===== src/rtl/riscv_ctrl_pkg.sv =====
// Control-word encodings and widths shared by the decode controller and ctrl_pipeline.
// No logic of its own.
package riscv_ctrl_pkg;

  localparam int SEL_RESULT_W = 2;
  localparam int ALU_CTRL_W   = 4;
  localparam int FWD_SEL_W    = 2;

  typedef enum logic [SEL_RESULT_W-1:0] {
    RES_ALU  = 2'b00,
    RES_LOAD = 2'b01,
    RES_PC4  = 2'b10,
    RES_IMM  = 2'b11
  } sel_result_e;

  typedef enum logic [FWD_SEL_W-1:0] {
    FWD_RF = 2'b00,
    FWD_W  = 2'b01,
    FWD_M  = 2'b10
  } fwd_sel_e;

  typedef struct packed {
    logic                    jump;
    logic                    branch;
    logic                    we_dm;
    logic                    sel_alu_src_b;
    logic                    we_rf;
    logic [SEL_RESULT_W-1:0] sel_result;
    logic [ALU_CTRL_W-1:0]   alu_control;
  } ctrl_word_t;

endpackage


===== src/rtl/hazard_unit.sv =====
// Redirect, load-use stall and operand-forwarding decisions for the E/M/W pipeline.
// Purely combinational; stall_F/stall_D are the only backpressure it raises upstream.
module hazard_unit
  import riscv_ctrl_pkg::*;
#(
  parameter int RW = 5
) (
  input  logic          E_jump,
  input  logic          E_branch,
  input  logic          E_zero,
  input  logic [1:0]    E_sel_result,
  input  logic [RW-1:0] E_rd,
  input  logic [RW-1:0] E_rs1,
  input  logic [RW-1:0] E_rs2,
  input  logic [RW-1:0] D_rs1,
  input  logic [RW-1:0] D_rs2,
  input  logic          M_we_rf,
  input  logic [RW-1:0] M_rd,
  input  logic          W_we_rf,
  input  logic [RW-1:0] W_rd,
  output logic          pc_src,
  output logic          flush_E,
  output logic          flush_D,
  output logic          stall_F,
  output logic          stall_D,
  output logic [1:0]    fwd_a,
  output logic [1:0]    fwd_b
);

  logic lw_stall;

  // M is the younger producer, so it is tested first; x0 is hard-wired and never forwarded.
  function automatic logic [1:0] fwd_sel(
    input logic [RW-1:0] rs,
    input logic          m_we,
    input logic [RW-1:0] m_rd,
    input logic          w_we,
    input logic [RW-1:0] w_rd
  );
    if (rs != '0 && m_we && m_rd == rs)
      return FWD_M;
    else if (rs != '0 && w_we && w_rd == rs)
      return FWD_W;
    else
      return FWD_RF;
  endfunction

  assign pc_src   = E_jump | (E_branch & E_zero);
  assign lw_stall = (E_sel_result == RES_LOAD) && (E_rd != '0) &&
                    ((E_rd == D_rs1) || (E_rd == D_rs2));

  assign flush_E = pc_src | lw_stall;
  assign flush_D = pc_src;
  // A redirect discards the decode instruction anyway, so fetch must not be held.
  assign stall_F = lw_stall & ~pc_src;
  assign stall_D = lw_stall & ~pc_src;

  assign fwd_a = fwd_sel(E_rs1, M_we_rf, M_rd, W_we_rf, W_rd);
  assign fwd_b = fwd_sel(E_rs2, M_we_rf, M_rd, W_we_rf, W_rd);

endmodule


===== src/rtl/ctrl_pipeline.sv =====
// Carries decode control through E/M/W registers; E/M/W lag D by 1/2/3 edges, hazards are combinational.
// No downstream backpressure: M/W always advance, E takes a bubble on flush, stall_F/stall_D hold upstream.
module ctrl_pipeline
  import riscv_ctrl_pkg::*;
#(
  parameter int RW = 5
) (
  input  logic          clk,
  input  logic          rst,
  input  logic          D_jump,
  input  logic          D_branch,
  input  logic          D_we_dm,
  input  logic          D_sel_alu_src_b,
  input  logic          D_we_rf,
  input  logic [1:0]    D_sel_result,
  input  logic [3:0]    D_alu_control,
  input  logic [RW-1:0] D_rs1,
  input  logic [RW-1:0] D_rs2,
  input  logic [RW-1:0] D_rd,
  input  logic          E_zero,
  output logic          E_jump,
  output logic          E_branch,
  output logic          E_we_dm,
  output logic          E_sel_alu_src_b,
  output logic          E_we_rf,
  output logic [1:0]    E_sel_result,
  output logic [3:0]    E_alu_control,
  output logic [RW-1:0] E_rd,
  output logic          M_we_dm,
  output logic          M_we_rf,
  output logic [1:0]    M_sel_result,
  output logic [RW-1:0] M_rd,
  output logic          W_we_rf,
  output logic [1:0]    W_sel_result,
  output logic [RW-1:0] W_rd,
  output logic [1:0]    E_fwd_a,
  output logic [1:0]    E_fwd_b,
  output logic          E_pc_src,
  output logic          stall_F,
  output logic          stall_D,
  output logic          flush_D
);

  ctrl_word_t    d_ctrl;
  ctrl_word_t    e_ctrl;
  logic [RW-1:0] e_rs1;
  logic [RW-1:0] e_rs2;
  logic [RW-1:0] e_rd;

  logic          m_we_dm;
  logic          m_we_rf;
  logic [1:0]    m_sel_result;
  logic [RW-1:0] m_rd;

  logic          w_we_rf;
  logic [1:0]    w_sel_result;
  logic [RW-1:0] w_rd;

  logic          flush_e;

  assign d_ctrl = '{
    jump:          D_jump,
    branch:        D_branch,
    we_dm:         D_we_dm,
    sel_alu_src_b: D_sel_alu_src_b,
    we_rf:         D_we_rf,
    sel_result:    D_sel_result,
    alu_control:   D_alu_control
  };

  // A bubble is an all-zero control word: no writes, no redirect, ALU result select.
  always_ff @(posedge clk or posedge rst) begin
    if (rst) begin
      e_ctrl <= '0;
      e_rs1  <= '0;
      e_rs2  <= '0;
      e_rd   <= '0;
    end else if (flush_e) begin
      e_ctrl <= '0;
      e_rs1  <= '0;
      e_rs2  <= '0;
      e_rd   <= '0;
    end else begin
      e_ctrl <= d_ctrl;
      e_rs1  <= D_rs1;
      e_rs2  <= D_rs2;
      e_rd   <= D_rd;
    end
  end

  always_ff @(posedge clk or posedge rst) begin
    if (rst) begin
      m_we_dm      <= 1'b0;
      m_we_rf      <= 1'b0;
      m_sel_result <= '0;
      m_rd         <= '0;
      w_we_rf      <= 1'b0;
      w_sel_result <= '0;
      w_rd         <= '0;
    end else begin
      m_we_dm      <= e_ctrl.we_dm;
      m_we_rf      <= e_ctrl.we_rf;
      m_sel_result <= e_ctrl.sel_result;
      m_rd         <= e_rd;
      w_we_rf      <= m_we_rf;
      w_sel_result <= m_sel_result;
      w_rd         <= m_rd;
    end
  end

  assign E_jump          = e_ctrl.jump;
  assign E_branch        = e_ctrl.branch;
  assign E_we_dm         = e_ctrl.we_dm;
  assign E_sel_alu_src_b = e_ctrl.sel_alu_src_b;
  assign E_we_rf         = e_ctrl.we_rf;
  assign E_sel_result    = e_ctrl.sel_result;
  assign E_alu_control   = e_ctrl.alu_control;
  assign E_rd            = e_rd;

  assign M_we_dm      = m_we_dm;
  assign M_we_rf      = m_we_rf;
  assign M_sel_result = m_sel_result;
  assign M_rd         = m_rd;

  assign W_we_rf      = w_we_rf;
  assign W_sel_result = w_sel_result;
  assign W_rd         = w_rd;

  hazard_unit #(
    .RW(RW)
  ) u_hazard (
    .E_jump      (e_ctrl.jump),
    .E_branch    (e_ctrl.branch),
    .E_zero      (E_zero),
    .E_sel_result(e_ctrl.sel_result),
    .E_rd        (e_rd),
    .E_rs1       (e_rs1),
    .E_rs2       (e_rs2),
    .D_rs1       (D_rs1),
    .D_rs2       (D_rs2),
    .M_we_rf     (m_we_rf),
    .M_rd        (m_rd),
    .W_we_rf     (w_we_rf),
    .W_rd        (w_rd),
    .pc_src      (E_pc_src),
    .flush_E     (flush_e),
    .flush_D     (flush_D),
    .stall_F     (stall_F),
    .stall_D     (stall_D),
    .fwd_a       (E_fwd_a),
    .fwd_b       (E_fwd_b)
  );

endmodule


===== config.mk =====
export PLATFORM = sky130hd
export DESIGN_NAME = ctrl_pipeline
export DESIGN_NICKNAME = d
export VERILOG_FILES = /design/src/rtl/riscv_ctrl_pkg.sv /design/src/rtl/hazard_unit.sv /design/src/rtl/ctrl_pipeline.sv
export SDC_FILE = /design/constraint.sdc
export NUM_CORES = 1
export LEC_CHECK = 0
export ABC_AREA = 0
export BUFFER_PORTS_ARGS = -buffer_cell sky130_fd_sc_hd__clkbuf_2
export CAP_MARGIN = 20
export CORE_UTILIZATION = 52
export DETAILED_ROUTE_END_ITERATION = 16
export GPL_ROUTABILITY_DRIVEN = 1
export PLACE_DENSITY = 0.84
export SLEW_MARGIN = 40
export SYNTH_ARGS = -nofsm -noshare
export SYNTH_HDL_FRONTEND = slang
export SYNTH_SLANG_ARGS = --single-unit

===== constraint.sdc =====
create_clock -name clk -period 3.8 [get_ports clk]
set_clock_uncertainty 0.15 [all_clocks]
set_input_delay 0.19 -clock clk [delete_from_list [all_inputs] [get_ports clk]]
set_output_delay 0.19 -clock clk [all_outputs]
set_load 0.01 [all_outputs]

-- Yosys cells after proc, flatten, opt, wreduce, memory -nomap -nowiden
Index checks and enable logic that the tools add are counted.
- bits of input ports: 29
- bits in registers: 43
- output and inout bits: 41
- logic and storage cells: 51
- muxes and demuxes: 8
- eq/ne operators: 7
- reductions and logical operators: 14
- bitwise logic cells: 5
- operators with widths (cell ; number):
    5-bit == test ; 6
    5-bit two-way mux ; 3
    5-bit nonzero test ; 3
    11-bit two-way mux ; 1
    1-bit logical AND ; 10
    2-bit two-way mux ; 2
    1-bit AND ; 2
    2-bit by 1-bit == test with 1-bit output (second input constant) ; 1
    1-bit two-way mux ; 2
    1-bit OR ; 2
    1-bit logical OR ; 1
    1-bit NOT ; 1

-- Logic depth before layout (Yosys ltp)
- depth in word-level cells: 5
- mapped depth: 5
- depth with buffers taken out: 4

-- Hierarchy
From an unflattened synthesis, not the netlist that was laid out.
- cell total of the unflattened synthesis: 129
- area, all modules: 1729.2 um2
- by module, submodules not included (module ; cells an instance ; times used ; area each (um2)):
    ctrl_pipeline ; 72 ; 1 ; 1260.0
    hazard_unit ; 57 ; 1 ; 469.2

-- Worst setup path before layout
No wires, ideal clock.
- kind: reg2out
- start: register e_rs2[0]
- end: output E_fwd_b[0]
- arrival: 1.568 ns
- slack: 1.892 ns
- stages on the path, launching flop included: 5
- path buffers: 0
- cells stage by stage: dfrtp_1 or4_1 nor2_2 nor4_1 nor4_1
- cells in the longest elaborated chain, start to end: 5
- ends and longest elaborated chain (item ; RTL line ; RTL):
    start, declared ; ctrl_pipeline.sv:47 ; logic [RW-1:0] e_rs2;
    start signal, assigned ; ctrl_pipeline.sv:86 ; e_rs2 <= D_rs2;
    5-bit nonzero test ; hazard_unit.sv:40, hazard_unit.sv:42 ;
    1-bit logical AND (2 in series) ; hazard_unit.sv:42 ; else if (rs != '0 && w_we && w_rd == rs)
    1-bit two-way mux ; hazard_unit.sv:42 ;
    2-bit two-way mux (*) ; hazard_unit.sv:40 ; if (rs != '0 && m_we && m_rd == rs)
    end, declared ; ctrl_pipeline.sv:37 ; output logic [1:0] E_fwd_b,
Every way passes the cells marked *; elsewhere a longest branch is shown, timed or not.

-- Worst setup path in the final report
- start: input D_rs2[2]
- end: output stall_D
- cells in the longest elaborated chain, start to end: 4
- ends and longest elaborated chain (item ; RTL line ; RTL):
    start, declared ; ctrl_pipeline.sv:18 ; input logic [RW-1:0] D_rs2,
    5-bit == test ; hazard_unit.sv:50 ; ((E_rd == D_rs1) || (E_rd == D_rs2));
    1-bit logical OR ; hazard_unit.sv:50 ;
    1-bit logical AND ; hazard_unit.sv:49 ; assign lw_stall = (E_sel_result == RES_LOAD) && (E_rd != '0) &&
    1-bit AND ; hazard_unit.sv:56 ; assign stall_D = lw_stall & ~pc_src;
    end, declared ; ctrl_pipeline.sv:40 ; output logic stall_D,
Every way passes these cells.

==> results.json <==
{
  "synthMuxAreaShare": 0,
  "synth-simple-area-share": 0.125,
  "yosysTopAreaCell": "dfrtp_1",
  "layout_common_cells": "69 x clkbuf_2, 43 x dfrtp_1, 30 x nand2_1",
  "ys_seq_area_frac": 0.580,
  "min-delay-start": "E_zero",
  "drt_iter0_markers": 39,
  "dp_hpwl_um": 2900,
  "rr_startpoint": "E_rd[2]$_DFF_PP0_",
  "seqPwrFrac": 0.506,
  "antenna_found_initial": 0,
  "clk_path_buf_depth": 2,
  "p_per_area_mw_per_mm2": 420,
  "yosys-top-cells-area": "dfrtp_1 58%, xnor2_1 12%, a21oi_2 9.4%",
  "port_buffers": 69,
  "cts_tree": "done",
  "routed_wl_um": 4500,
  "cts_max_level": 2,
  "syn_nets": 188,
  "rows": 21,
  "internal_power_uw": 766,
  "final_common_cell": "clkbuf_2",
  "grt_usage": 0.266,
  "final_cells": 306,
  "crit_fanout": 14,
  "io_pins": 70,
  "grt_pass1_vias": 1489,
  "clk_pin_slew_ps": 120,
  "synthToLayoutAreaGrowth_pct": 40.4,
  "fin_hold_ws_ps": 11.6,
  "multi_input_area_sq_um": 727,
  "rsz0062_at_grt": "false",
  "status": "complete, no violations",
  "grt_max_degree": 44,
  "clk_latency_ps": 350,
  "period_needed_ps": 2610,
  "cp_data_arrival_time_ps": 2270,
  "maxSlewViolCount": 0,
  "hold_class": "primary input to flop",
  "worstSetupPathType": "primary input to primary output",
  "dp.cells": 270,
  "power.leakage_uw": 0.00125,
  "max_slew.worst_pin.slew_ps": 782,
  "via_count": 1551,
  "post-route-period-util": 0.686,
  "synthCells": 159,
  "startpoint": "D_rs2[2]",
  "core_sq_mm": 0.00339,
  "num_antenna_cells": 0,
  "grt_pass1_wl_um": 6980,
  "cp-end-kind": "primary output",
  "yosys.area_share.xor_xnor": 0.142,
  "die_w_um": 61.7,
  "cts_sinks": 43,
  "fmax_ghz": 0.384,
  "netlist_area_sq_mm": 0.00186,
  "die_y_um": 61.7,
  "grt-ovfl-total": 0,
  "reg2reg_depth": 5,
  "finalHoldViolCount": 0,
  "required_ps": 3460,
  "synth_compound_area_frac": 0.120,
  "route.detailed.drc": 0,
  "fin_nets": 289,
  "drive_gt1_frac": 0.404,
  "holdPathStages": 4,
  "cts_buffers": 5,
  "fin_setup_tns_ps": 0,
  "power.share.switching": 0.299,
  "floorplan.initialDensity": 0.547,
  "rr_endpoint": "e_rs2[4]$_DFF_PP0_",
  "vdd_drop_max_v": 0.000402,
  "clkPwrFrac": 0.249,
  "synth-seq-cells": 43,
  "clock-root-buffer": "clkbuf_4",
  "maxCapViolations": 0,
  "yosys.area_share.adder": 0,
  "setup_viol": 0,
  "switchingPower_uw": 327,
  "combPwrFrac": 0.245,
  "regToRegSetupSlack_ps": 1590,
  "holdPathEnd": "E_jump$_DFF_PP0_",
  "synth_top_family_by_area": "XOR/XNOR gates",
  "relSlewSlack": 0.478,
  "fillCellCount": 204,
  "post_drt_wl_per_cell_um": 14.7,
  "place_congestion": 0.805,
  "yosysTopAreaCellShare": 0.580,
  "yosysUniqueCellTypes": 20,
  "post_cts_buffers": 0,
  "dieArea_sq_mm": 0.00381,
  "syn_avg_cell_area_sq_um": 11.7,
  "first_pass_iters": 4,
  "postRouteAntennaNets": 0,
  "viasPerCell": 5.07,
  "ff_latch_area_sq_mm": 0.00108,
  "synth-warning-count": 0,
  "cp-start-kind": "primary input"
}
[worst max-delay path, cell delays in order]
cell and delay, ps:
dlygate4sd3_1 540, clkbuf_2 130, xnor2_1 170, nand3_1 130
o22ai_2 640, and3_2 320, clkbuf_2 130
[cell usage after synthesis (all sizes together)]
library cell,count
o22ai,1
xnor2,26
nor3b,1
dfrtp,43
a21oi,27
clkbuf,2
nand4,4
nor2,3
nand3,2
or4,3
buf,6
and3,1
nand2,30
inv,2
nor4,4
xor2,4
[flip-flops by register name, summed over array words and instances (netlist names)]
signal,cells
M_we_dm,1
E_branch,1
e_rs1,5
M_rd,5
E_alu_control,4
e_rs2,5
E_we_dm,1
W_rd,5
W_we_rf,1
M_sel_result,2
M_we_rf,1
E_rd,5
W_sel_result,2
E_sel_alu_src_b,1
E_we_rf,1
E_jump,1
E_sel_result,2
[routing by layer]
metal | track usage | vias to the layer above | part of all wire
met5 | 0 | - | 0
met4 | 0.117 | 0 | 0.017
met3 | 0.0766 | 10 | 0.048
met2 | 0.479 | 57 | 0.57
met1 | 0.293 | 757 | 0.37
li1 | - | 727 | -
[stage by stage]
| step | setup slack (ps) | util | instance area, sq um | power [uW] |
|---|---|---|---|---|
| 2_1_floorplan | 1890 | - | 1860 | 712 |
| 3_3_place_gp | 1740 | 0.662 | 2240 | 794 |
| 3_5_place_dp | 1620 | 0.662 | 2240 | 802 |
| 4_1_cts | 1200 | 0.769 | 2610 | 1090 |
| 5_1_grt | 1090 | 0.769 | 2610 | 1150 |
| 6_report | 1190 | 0.769 | 2610 | 1090 |
[power groups by stage]
stage	clock network (uW)	registers [uW]	logic [uW]
after floorplan	0	570	143
after global placement	0	560	234
after detailed placement	0	562	239
after CTS	273	553	264
after global routing	297	561	295
final	272	553	268
[how the worst max path moves through the flow]
stage                 end  slack, ps
3_3_place_gp      stall_D       1740
2_1_floorplan  E_fwd_b[0]       1890
6_report          stall_D       1190
4_1_cts           stall_F       1200
5_1_grt           stall_D       1090
3_5_place_dp      stall_F       1620
[cells by family (layout without fill, tap and decap cells)]
logic type,count (synthesis),count (layout)
compound gates,28,28
xor+xnor,30,30
buf+inv,10,111
flops,43,43
simple gates,48,48
[final cells by class]
type	count	area share
timing repair buffer	102	0.256
inverter	2	0.00288
tap	46	0.0221
clock inverter	1	0.0115
sequential	43	0.413
multi-input combinational	106	0.279
clock buffer	6	0.0159
[timing repair]
| action | in CTS | in global routing |
|---|---|---|
| hold buffers | 29 | 0 |
| resized for setup | 0 | 0 |
| endpoints found under the hold margin | 69 | 0 |
No activity file was read; power rests on OpenSTA's default activity.
